[config.mk]
export PLATFORM = sky130hd
export DESIGN_NAME = mux_sel_arb_flat
export DESIGN_NICKNAME = d
export VERILOG_FILES = /design/src/rtl/mux_sel_arb_if.sv /design/src/rtl/mux_sel_arb.sv /design/src/flat_wrapper.sv
export SDC_FILE = /design/constraint.sdc
export NUM_CORES = 1
export LEC_CHECK = 0
export CORE_MARGIN = 2
export CORE_UTILIZATION = 55
export CTS_CLUSTER_DIAMETER = 200
export DETAILED_ROUTE_END_ITERATION = 10
export PLACE_DENSITY = 0.87
export SYNTH_ARGS = -nofsm -noshare
export SYNTH_HDL_FRONTEND = slang
export SYNTH_SLANG_ARGS = --single-unit
[constraint.sdc]
create_clock -name clk -period 4.2 [get_ports clk]
set_input_delay 0.84 -clock clk [delete_from_list [all_inputs] [get_ports clk]]
set_output_delay 0.84 -clock clk [all_outputs]
set_load 0.02 [all_outputs]
[src/rtl/mux_sel_arb_if.sv]
// Request/grant bundle between the requesters and the 4-way mux arbiter.
// The arbiter uses the slave modport; the requester side uses master.
interface mux_sel_arb_if;
   logic [3:0] req;
   logic       done;
   logic       sel0;
   logic       sel1;
   logic [3:0] gnt;
   logic       busy;
   logic       timeout;

   modport master (
      output req, done,
      input  sel0, sel1, gnt, busy, timeout
   );

   modport slave (
      input  req, done,
      output sel0, sel1, gnt, busy, timeout
   );
endinterface

[src/rtl/mux_sel_arb.sv]
// Round-robin arbiter for a 4x1 mux: grants one channel at a time.
// Each grant lasts until done or MAX_HOLD cycles, with all outputs registered.
//
// state | meaning
// IDLE  | no owner; pick next requester after last granted channel
// GRANT | channel sel_q owns the mux until done or hold limit
module mux_sel_arb #(
   parameter int unsigned MAX_HOLD = 8
) (
   input  logic               clk,
   input  logic               reset_n,
   mux_sel_arb_if.slave       bus
);

   localparam logic [7:0] HOLD_LAST = 8'(MAX_HOLD - 1);

   typedef enum logic {IDLE, GRANT} state_t;

   state_t     state_q;
   logic [1:0] last_q;
   logic [1:0] sel_q;
   logic [3:0] gnt_q;
   logic       busy_q;
   logic       timeout_q;
   logic [7:0] cnt_q;

   logic       pick_vld_d;
   logic [1:0] pick_idx_d;
   logic [1:0] cand;

   // Scan last+1 .. last+4 so the previous owner gets lowest priority.
   always_comb begin
      pick_vld_d = 1'b0;
      pick_idx_d = last_q;
      cand       = last_q;
      for (int i = 1; i <= 4; i++) begin
         cand = last_q + 2'(i);
         if (!pick_vld_d && bus.req[cand]) begin
            pick_vld_d = 1'b1;
            pick_idx_d = cand;
         end
      end
   end

   always_ff @(posedge clk) begin
      if (!reset_n) begin
         state_q   <= IDLE;
         last_q    <= 2'd3;
         sel_q     <= 2'd0;
         gnt_q     <= 4'd0;
         busy_q    <= 1'b0;
         timeout_q <= 1'b0;
         cnt_q     <= 8'd0;
      end else begin
         timeout_q <= 1'b0;
         case (state_q)
            IDLE: begin
               if (pick_vld_d) begin
                  state_q <= GRANT;
                  sel_q   <= pick_idx_d;
                  gnt_q   <= 4'b0001 << pick_idx_d;
                  busy_q  <= 1'b1;
                  cnt_q   <= 8'd0;
               end
            end
            GRANT: begin
               // done wins over the hold limit, so a late done is not a timeout
               if (bus.done || cnt_q == HOLD_LAST) begin
                  state_q   <= IDLE;
                  gnt_q     <= 4'd0;
                  busy_q    <= 1'b0;
                  last_q    <= sel_q;
                  timeout_q <= !bus.done;
               end else begin
                  cnt_q <= cnt_q + 8'd1;
               end
            end
            default: state_q <= IDLE;
         endcase
      end
   end

   assign bus.sel0    = sel_q[0];
   assign bus.sel1    = sel_q[1];
   assign bus.gnt     = gnt_q;
   assign bus.busy    = busy_q;
   assign bus.timeout = timeout_q;

endmodule

[src/flat_wrapper.sv]
// flat-port wrapper written by rule: the top's interface ports become plain ports
module mux_sel_arb_flat 
#(
   parameter int unsigned MAX_HOLD = 8
)
  (clk, reset_n, bus_req, bus_done, bus_sel0, bus_sel1, bus_gnt, bus_busy, bus_timeout);
  mux_sel_arb_if bus_i ();
  input  logic clk;
  input  logic reset_n;
  input wire logic [$bits(bus_i.req)-1:0] bus_req;
  input wire logic [$bits(bus_i.done)-1:0] bus_done;
  output wire logic [$bits(bus_i.sel0)-1:0] bus_sel0;
  output wire logic [$bits(bus_i.sel1)-1:0] bus_sel1;
  output wire logic [$bits(bus_i.gnt)-1:0] bus_gnt;
  output wire logic [$bits(bus_i.busy)-1:0] bus_busy;
  output wire logic [$bits(bus_i.timeout)-1:0] bus_timeout;
  assign bus_i.req = bus_req;
  assign bus_i.done = bus_done;
  assign bus_sel0 = bus_i.sel0;
  assign bus_sel1 = bus_i.sel1;
  assign bus_gnt = bus_i.gnt;
  assign bus_busy = bus_i.busy;
  assign bus_timeout = bus_i.timeout;
  mux_sel_arb #(.MAX_HOLD(MAX_HOLD)) u_core (.clk(clk), .reset_n(reset_n), .bus(bus_i));
endmodule
==> reports/summary.json, run 1 <==
{
  "cts.path.max_buffers": {"value": 2},
  "post_layout_nonfiller_instances": {"value": 138},
  "yosysMostFrequentCell": {"value": "sky130_fd_sc_hd__dfxtp_1"},
  "core": {"value": 0.00167, "unit": "mm^2"},
  "dieHeight": {"value": 45.6, "unit": "um"},
  "worst_setup_path_end_kind": {"value": "flop"},
  "detail_route.iter0.violations": {"value": 37},
  "slew_headroom": {"value": 57.4, "unit": "%"},
  "synth.cells.most_frequent": {"value": "19 x sky130_fd_sc_hd__dfxtp_1, 11 x sky130_fd_sc_hd__nand2_1, 8 x sky130_fd_sc_hd__nand3_1"},
  "syn_nets": {"value": 115},
  "synth_enable_flop_cells": {"value": 0},
  "design.die.area": {"value": 0.00208, "unit": "mm^2"},
  "global_route.usage.met3": {"value": 5.16, "unit": "%"},
  "avgViaCountPerCell": {"value": 6.40},
  "finish.utilization": {"value": 66.8, "unit": "%"},
  "h-tree-depth": {"value": 1},
  "period_share": {"value": 59.6, "unit": "%"},
  "routed_wirelength": {"value": 2090, "unit": "um"},
  "synth.yosys.seq_area_share": {"value": 39.9, "unit": "%"},
  "irDropWorstVdd": {"value": 0.000235, "unit": "V"},
  "synthFlopType": {"value": "sky130_fd_sc_hd__dfxtp_1"},
  "static-leakage-power": {"value": 0.396, "unit": "nW"},
  "via_count": {"value": 883},
  "placed_cells_incl_taps": {"value": 134},
  "grt_first_pass_wirelength": {"value": 3260, "unit": "um"},
  "postLayoutSetupSlackWorst": {"value": 1.70, "unit": "ns"},
  "maxCapViolCount": {"value": 0},
  "insertion_delay": {"value": 0.30, "unit": "ns"},
  "grt.overflow.total": {"value": 0},
  "port-buffer-count": {"value": 14},
  "grt_setup_unrepaired": {"value": "no"},
  "cts.clk_slew.worst_paths": {"value": 0.11, "unit": "ns"},
  "clock-sinks": {"value": 19},
  "grt_busiest_layer": {"value": "met1"},
  "yosys_register_bits": {"value": 19},
  "layout_min_cycle_time": {"value": 2.50, "unit": "ns"},
  "timing.clock.skew": {"value": 0.000859, "unit": "ns"},
  "synth_cells": {"value": 107},
  "setup_violators_final": {"value": 0},
  "timing_worst_slew_pin_value": {"value": 0.632, "unit": "ns"},
  "first_pass_iters": {"value": 4},
  "number_of_buffers_added_for_setup_after_cts": {"value": 0},
  "power-per-cell-area": {"value": 326, "unit": "mW/mm^2"},
  "cts_root_buf": {"value": "sky130_fd_sc_hd__clkbuf_4"},
  "avgSynthCellArea": {"value": 8.91, "unit": "um^2"},
  "grt_max_degree": {"value": 20},
  "global_route.usage.total": {"value": 21.7, "unit": "%"},
  "post_cts_resized": {"value": 0},
  "start_util": {"value": 57.1, "unit": "%"},
  "post-dp-hpwl": {"value": 1490, "unit": "um"},
  "ys_async_rst_share": {"value": 0, "unit": "%"},
  "first_global_vias": {"value": 755},
  "floorplan.die.width": {"value": 45.6, "unit": "um"},
  "syn2layout_area_growth": {"value": 17.1, "unit": "%"},
  "layout-drive-gt1-share": {"value": 9.92, "unit": "%"},
  "preCtsSetupSlack": {"value": 1.40, "unit": "ns"},
  "post_synth_main_area_contributors": {"value": "sky130_fd_sc_hd__dfxtp_1 40%, sky130_fd_sc_hd__a2111o_1 4.7%, sky130_fd_sc_hd__nand2_1 4.3%"},
  "worstPathArrival": {"value": 2.72, "unit": "ns"},
  "gr-usage-met2": {"value": 30.1, "unit": "%"},
  "critical_path_peak_fanout": {"value": 19},
  "synth_warnings": {"value": 0},
  "critPathKind": {"value": "in2reg"},
  "io_pins": {"value": 15},
  "cts-hold-fix-buffers": {"value": 0},
  "detail_route.drc_violations": {"value": 0},
  "critical_path_required": {"value": 4.42, "unit": "ns"},
  "gp_routability_congestion": {"value": 0.791},
  "number_of_antenna_repair_diodes": {"value": 0},
  "grt_antenna_before_repair": {"value": 0},
  "final_antenna_net_count": {"value": 0},
  "timing.final.max_slew_violations": {"value": 0},
  "status": {"value": "finished clean"},
  "num-nets-final": {"value": 130},
  "gr-usage-met1": {"value": 32.5, "unit": "%"},
  "std_cell_rows": {"value": 15},
  "tns": {"value": 0, "unit": "ns"},
  "report.final.hold_viol_count": {"value": 0},
  "synth_area": {"value": 953, "unit": "um^2"},
  "yosysUniqueCellTypes": {"value": 34},
  "holdCritPathClass": {"value": "reg2reg"},
  "max_freq": {"value": 399, "unit": "MHz"},
  "synth_top_area_cell": {"value": "sky130_fd_sc_hd__dfxtp_1"},
  "synth_top_area_share": {"value": 39.9, "unit": "%"},
  "cts_inserted_buffers": {"value": 3},
  "tritoncts": {"value": "done"},
  "final.hold.worst_slack": {"value": 0.491, "unit": "ns"},
  "critPathLaunchType": {"value": "primary input"},
  "drt-wirelength-per-cell": {"value": 15.1, "unit": "um"}
}
[power by group]
part	internal (W)	switching (W)	total, W	leakage (nW)
clock network	0.0000356	0.0000593	0.0000949	0.0177
registers	0.000189	0.00000848	0.000198	0.155
logic	0.0000312	0.0000401	0.0000713	0.223
[cell type report]
type | count | area (um^2)
Fill cell | 130 | 554
Inverter | 5 | 18.8
Tap cell | 17 | 21.3
Timing Repair Buffer | 15 | 148
Clock buffer | 3 | 22.5
Sequential cell | 19 | 380
Clock inverter | 1 | 5.00
Multi-Input combinational cell | 78 | 520
[through the flow]
| stage | instance area (um^2) | power, W |
|---|---|---|
| floorplan | 953 | 0.000246 |
| global placement | 1090 | 0.000270 |
| detailed placement | 1090 | 0.000272 |
| CTS | 1120 | 0.000366 |
| global route | 1120 | 0.000381 |
| finish | 1120 | 0.000364 |
[critical path, cell delays in order]
cell and delay [ns]:
sky130_fd_sc_hd__clkdlybuf4s50_1 0.47, sky130_fd_sc_hd__nor4_2 0.35, sky130_fd_sc_hd__or2_1 0.53, sky130_fd_sc_hd__o21ai_0 0.33
sky130_fd_sc_hd__o32ai_1 0.19
[cell usage in the layout, fill, tap and decap left out, types with 3 or more instances in the layout]
master / n
sky130_fd_sc_hd__a211oi_1: 3
sky130_fd_sc_hd__inv_1: 5
sky130_fd_sc_hd__nand3_1: 8
sky130_fd_sc_hd__nand2_1: 11
sky130_fd_sc_hd__clkdlybuf4s50_1: 14
sky130_fd_sc_hd__a2111o_1: 4
sky130_fd_sc_hd__a21oi_1: 6
sky130_fd_sc_hd__dfxtp_1: 19
sky130_fd_sc_hd__o21ai_0: 7
sky130_fd_sc_hd__clkbuf_4: 3
sky130_fd_sc_hd__nor2_1: 5
sky130_fd_sc_hd__o2111ai_1: 3
sky130_fd_sc_hd__o32ai_1: 4
sky130_fd_sc_hd__nand2b_1: 4
[kinds of logic (layout without fill, tap and decap cells)]
family                   after synthesis  in the layout  synth area share (%)
AO/OA/AOI/OAI                         35             35                  28.7
flip-flops                            19             19                  39.9
AND/OR/NAND/NOR                       40             40                  22.4
buffers and inverters                 10             24                  5.51
adder cells (fa/ha/maj)                1              1                  1.31
multiplexers                           2              2                  2.10
[sequential cells by signal (all words and copies together), names as in the netlist]
| register | flops |
|---|---|
| u_core.cnt_q | 8 |
| u_core.bus.gnt | 4 |
| u_core.last_q | 2 |
| u_core.sel_q | 2 |
| u_core.bus.busy | 1 |
| u_core.bus.timeout | 1 |
| u_core.state_q | 1 |
[worst paths after layout]
check / slack (ns) / endpoint / startpoint / cells past startpoint
max: 1.70 / u_core.bus.gnt[0]$_SDFFE_PN0P_ / bus_req[3] / 5
min: 0.49 / u_core.bus.gnt[3]$_SDFFE_PN0P_ / u_core.bus.gnt[3]$_SDFFE_PN0P_ / 2
max reg2reg: 2.40 / u_core.bus.gnt[0]$_SDFFE_PN0P_ / u_core.cnt_q[0]$_SDFFE_PN0P_ / 5
min reg2reg: 0.49 / u_core.bus.gnt[3]$_SDFFE_PN0P_ / u_core.bus.gnt[3]$_SDFFE_PN0P_ / 2
[layer usage]
| layer | part of all wire (%) | vias up |
|---|---|---|
| met3 | 7.5 | 6 |
| met2 | 47 | 34 |
| met1 | 44 | 407 |
| met5 | 0 | - |
| li1 | - | 436 |
| met4 | 1.5 | 0 |
No activity file was read; power rests on OpenSTA's default activity.
==> run 2: changes to the inputs <==
--- a/config.mk
+++ b/config.mk
@@ -5,11 +5,12 @@
 export SDC_FILE = /design/constraint.sdc
 export NUM_CORES = 1
 export LEC_CHECK = 0
+export CORE_ASPECT_RATIO = 0.7
 export CORE_MARGIN = 2
-export CORE_UTILIZATION = 55
+export CORE_UTILIZATION = 46
 export CTS_CLUSTER_DIAMETER = 200
 export DETAILED_ROUTE_END_ITERATION = 10
-export PLACE_DENSITY = 0.87
+export PLACE_DENSITY = 0.79
 export SYNTH_ARGS = -nofsm -noshare
 export SYNTH_HDL_FRONTEND = slang
 export SYNTH_SLANG_ARGS = --single-unit
==> constraint.sdc (replaced) <==
create_clock -name clk -period 2.05 [get_ports clk]
set_input_delay 0.41 -clock clk [delete_from_list [all_inputs] [get_ports clk]]
set_output_delay 0.41 -clock clk [all_outputs]
set_load 0.02 [all_outputs]
==> run 2 against run 1 <==
- core utilization is 5.1 points lower
- wire length up 14%
- via count increased by 6.8%
- cell count grew 8.7%
==> reports/summary.json, run 2 (synthesized netlist as in run 1, its figures left out) <==
{
  "status": {"value": "finished clean", "change": "unchanged"},
  "crit_start": {"value": "bus_req[3]", "change": "unchanged"},
  "postLayoutSetupSlackWorst": {"value": 0.269, "unit": "ns", "change": "was 1.70 ns"},
  "first_pass_iters": {"value": 4, "change": "unchanged"},
  "static-leakage-power": {"value": 0.427, "unit": "nW", "change": "was 0.396 nW"},
  "rrSetupSlack": {"value": 0.40, "unit": "ns", "change": "was 2.40 ns"},
  "final_antenna_net_count": {"value": 0, "change": "unchanged"},
  "worstPathArrival": {"value": 2.02, "unit": "ns", "change": "was 2.72 ns"},
  "critical_path.max_stage_delay": {"value": 0.47, "unit": "ns", "change": "was 0.53 ns"},
  "setup_violators_final": {"value": 0, "change": "unchanged"},
  "first_global_vias": {"value": 888, "change": "was 755"},
  "report.final.hold_viol_count": {"value": 0, "change": "unchanged"},
  "tns": {"value": 0, "unit": "ns", "change": "unchanged"},
  "mostFrequentLayoutCells": {"value": "19 x sky130_fd_sc_hd__dfxtp_1, 14 x sky130_fd_sc_hd__clkdlybuf4s50_1, 11 x sky130_fd_sc_hd__nand2_1, 8 x sky130_fd_sc_hd__nand3_1, 8 x sky130_fd_sc_hd__buf_4", "change": "was 19 x sky130_fd_sc_hd__dfxtp_1, 14 x sky130_fd_sc_hd__clkdlybuf4s50_1, 11 x sky130_fd_sc_hd__nand2_1, 8 x sky130_fd_sc_hd__nand3_1, 7 x sky130_fd_sc_hd__o21ai_0"},
  "routed_wirelength": {"value": 2390, "unit": "um", "change": "was 2090 um"},
  "timing_worst_slew_pin_value": {"value": 0.663, "unit": "ns", "change": "was 0.632 ns"},
  "power-per-cell-area": {"value": 648, "unit": "mW/mm^2", "change": "was 326 mW/mm^2"},
  "critPathKind": {"value": "in2reg", "change": "unchanged"},
  "start_util": {"value": 50.1, "unit": "%", "change": "was 57.1%"},
  "number_of_buffers_added_for_setup_after_cts": {"value": 0, "change": "unchanged"},
  "grt_setup_unrepaired": {"value": "no", "change": "unchanged"},
  "holdCritPathClass": {"value": "reg2reg", "change": "unchanged"},
  "critical_path_required": {"value": 2.29, "unit": "ns", "change": "was 4.42 ns"},
  "holdPathStages": {"value": 2, "change": "unchanged"},
  "max_freq": {"value": 561, "unit": "MHz"},
  "critical_path_peak_fanout": {"value": 6, "change": "was 19"},
  "cts_root_buf": {"value": "sky130_fd_sc_hd__clkbuf_4", "change": "unchanged"},
  "syn2layout_area_growth": {"value": 23.1, "unit": "%", "change": "was 17.1%"},
  "dieHeight": {"value": 42.1, "unit": "um", "change": "was 45.6 um"},
  "detail_route.drc_violations": {"value": 0, "change": "unchanged"},
  "std_cell_rows": {"value": 13, "change": "was 15"},
  "insertion_delay": {"value": 0.30, "unit": "ns", "change": "about the same"},
  "floorplan.die.width": {"value": 58.4, "unit": "um", "change": "was 45.6 um"},
  "worst_setup_path_endpoint": {"value": "u_core.cnt_q[3]$_SDFFE_PN0P_", "change": "was u_core.bus.gnt[0]$_SDFFE_PN0P_"},
  "critPathLaunchType": {"value": "primary input", "change": "unchanged"},
  "post-dp-hpwl": {"value": 1800, "unit": "um", "change": "was 1490 um"},
  "largest_register_ffs": {"value": 8, "change": "unchanged"},
  "timing.final.max_slew_violations": {"value": 0, "change": "unchanged"},
  "global_route.usage.total": {"value": 21.0, "unit": "%", "change": "was 21.7%"},
  "critical_path.cell_chain": {"value": "clkdlybuf4s50_1 -> nor4_2 -> o21ai_0 -> a2111o_1 -> nand2_1", "change": "was clkdlybuf4s50_1 -> nor4_2 -> or2_1 -> o21ai_0 -> o32ai_1"},
  "h-tree-depth": {"value": 1, "change": "unchanged"},
  "slew_headroom": {"value": 55.3, "unit": "%", "change": "was 57.4%"},
  "via_count": {"value": 943, "change": "was 883"},
  "detail_route.iter0.violations": {"value": 64, "change": "was 37"},
  "clock-sinks": {"value": 19, "change": "unchanged"},
  "reg2reg_to": {"value": "u_core.cnt_q[7]$_SDFFE_PN0P_", "change": "was u_core.bus.gnt[0]$_SDFFE_PN0P_"},
  "layout.cells.most_common": {"value": "sky130_fd_sc_hd__dfxtp_1", "change": "unchanged"},
  "grt_antenna_before_repair": {"value": 0, "change": "unchanged"},
  "critical-path-slowest-cell": {"value": "sky130_fd_sc_hd__a2111o_1", "change": "was sky130_fd_sc_hd__or2_1"},
  "finish.utilization": {"value": 61.7, "unit": "%", "change": "was 66.8%"},
  "cts_inserted_buffers": {"value": 3, "change": "unchanged"},
  "grt_first_pass_wirelength": {"value": 4000, "unit": "um", "change": "was 3260 um"},
  "grt.overflow.total": {"value": 0, "change": "unchanged"},
  "core": {"value": 0.00190, "unit": "mm^2", "change": "was 0.00167 mm^2"},
  "timing.clock.skew": {"value": 0.0144, "unit": "ns", "change": "was 0.000859 ns"},
  "gp_routability_congestion": {"value": 0.820, "change": "was 0.791"},
  "cts.path.max_buffers": {"value": 2, "change": "unchanged"},
  "design.die.area": {"value": 0.00246, "unit": "mm^2", "change": "was 0.00208 mm^2"},
  "cts.clk_slew.worst_paths": {"value": 0.10, "unit": "ns", "change": "was 0.11 ns"},
  "port-buffer-count": {"value": 14, "change": "unchanged"},
  "post_cts_resized": {"value": 0, "change": "unchanged"},
  "preCtsSetupSlack": {"value": -0.0419, "unit": "ns", "change": "was 1.40 ns"},
  "period_share": {"value": 86.9, "unit": "%"},
  "grt_max_degree": {"value": 17, "change": "was 20"},
  "worst-r2r-cell-count": {"value": 5, "change": "unchanged"},
  "layout-drive-gt1-share": {"value": 14.1, "unit": "%", "change": "was 9.92%"},
  "worst_setup_path_end_kind": {"value": "flop", "change": "unchanged"},
  "number_of_antenna_repair_diodes": {"value": 0, "change": "unchanged"},
  "layout_min_cycle_time": {"value": 1.78, "unit": "ns"},
  "io_pins": {"value": 15, "change": "unchanged"},
  "r2r-start": {"value": "u_core.cnt_q[0]$_SDFFE_PN0P_", "change": "unchanged"},
  "drt-wirelength-per-cell": {"value": 15.9, "unit": "um", "change": "was 15.1 um"},
  "cts-hold-fix-buffers": {"value": 0, "change": "unchanged"},
  "maxCapViolCount": {"value": 0, "change": "unchanged"},
  "top_register": {"value": "u_core.cnt_q", "change": "unchanged"},
  "num-nets-final": {"value": 137, "change": "was 130"},
  "tritoncts": {"value": "done", "change": "unchanged"},
  "avgViaCountPerCell": {"value": 6.29, "change": "was 6.40"},
  "irDropWorstVdd": {"value": 0.000457, "unit": "V", "change": "was 0.000235 V"}
}
==> run 2: changes by cell type in the layout (fill, tap and decap cells not counted) <==
cell	delta
sky130_fd_sc_hd__clkbuf_1	+1
sky130_fd_sc_hd__buf_4	+7
sky130_fd_sc_hd__clkinv_2	-1
==> run 2: how the worst min path moves through the flow <==
stage	start	end	slack, ns
after floorplan	u_core.cnt_q[7]$_SDFFE_PN0P_	u_core.cnt_q[7]$_SDFFE_PN0P_	0.45
after global placement	u_core.bus.gnt[1]$_SDFFE_PN0P_	u_core.bus.gnt[1]$_SDFFE_PN0P_	0.46
after detailed placement	u_core.bus.gnt[1]$_SDFFE_PN0P_	u_core.bus.gnt[1]$_SDFFE_PN0P_	0.47
after CTS	u_core.bus.gnt[1]$_SDFFE_PN0P_	u_core.bus.gnt[1]$_SDFFE_PN0P_	0.49
after global routing	u_core.bus.gnt[2]$_SDFFE_PN0P_	u_core.bus.gnt[2]$_SDFFE_PN0P_	0.51
final	u_core.bus.gnt[3]$_SDFFE_PN0P_	u_core.bus.gnt[3]$_SDFFE_PN0P_	0.48
==> run 2: layer usage <==
layer / wire, um / GRT usage [%] / part of all wire (%) / vias up
met2: 1100 / 31.7 / 46 / 28
met5: 0 / 0 / 0 / -
li1: - / - / - / 452
met4: 10 / 5.12 / 0.42 / 0
met1: 1120 / 29.1 / 47 / 461
met3: 157 / 6.17 / 6.6 / 2
==> run 2: final cells by class <==
| cell class | count | area, um^2 |
|---|---|---|
| clock buffer | 4 | 26.3 |
| tap | 22 | 27.5 |
| timing repair buffer | 22 | 200 |
| fill | 166 | 729 |
| sequential | 19 | 380 |
| inverter | 5 | 18.8 |
| multi-input combinational | 78 | 520 |
==> run 2: where the power goes <==
part	leakage (nW)	switching, W	internal [W]
combinational	0.257	0.0000896	0.0000765
clock	0.0150	0.000115	0.0000757
sequential	0.155	0.0000162	0.000388
total	0.427	0.000221	0.000540
==> run 2: stage by stage <==
| step | cells | hold slack (ns) | power, W | cell area [um^2] |
|---|---|---|---|---|
| 2_1_floorplan | 107 | 0.455 | 0.000504 | 953 |
| 3_3_place_gp | 146 | 0.463 | 0.000569 | 1150 |
| 3_5_place_dp | 146 | 0.468 | 0.000576 | 1150 |
| 4_1_cts | 150 | 0.487 | 0.000764 | 1170 |
| 5_1_grt | 150 | 0.515 | 0.000801 | 1170 |
| 6_report | 150 | 0.482 | 0.000761 | 1170 |
==> run 2: worst max-delay path, delay by kind of cell <==
kind / cells / cell delay [ns]
buffers and inverters: 1 / 0.43
AOI/OAI and AO/OA: 2 / 0.76
and+or+nand+nor: 2 / 0.41
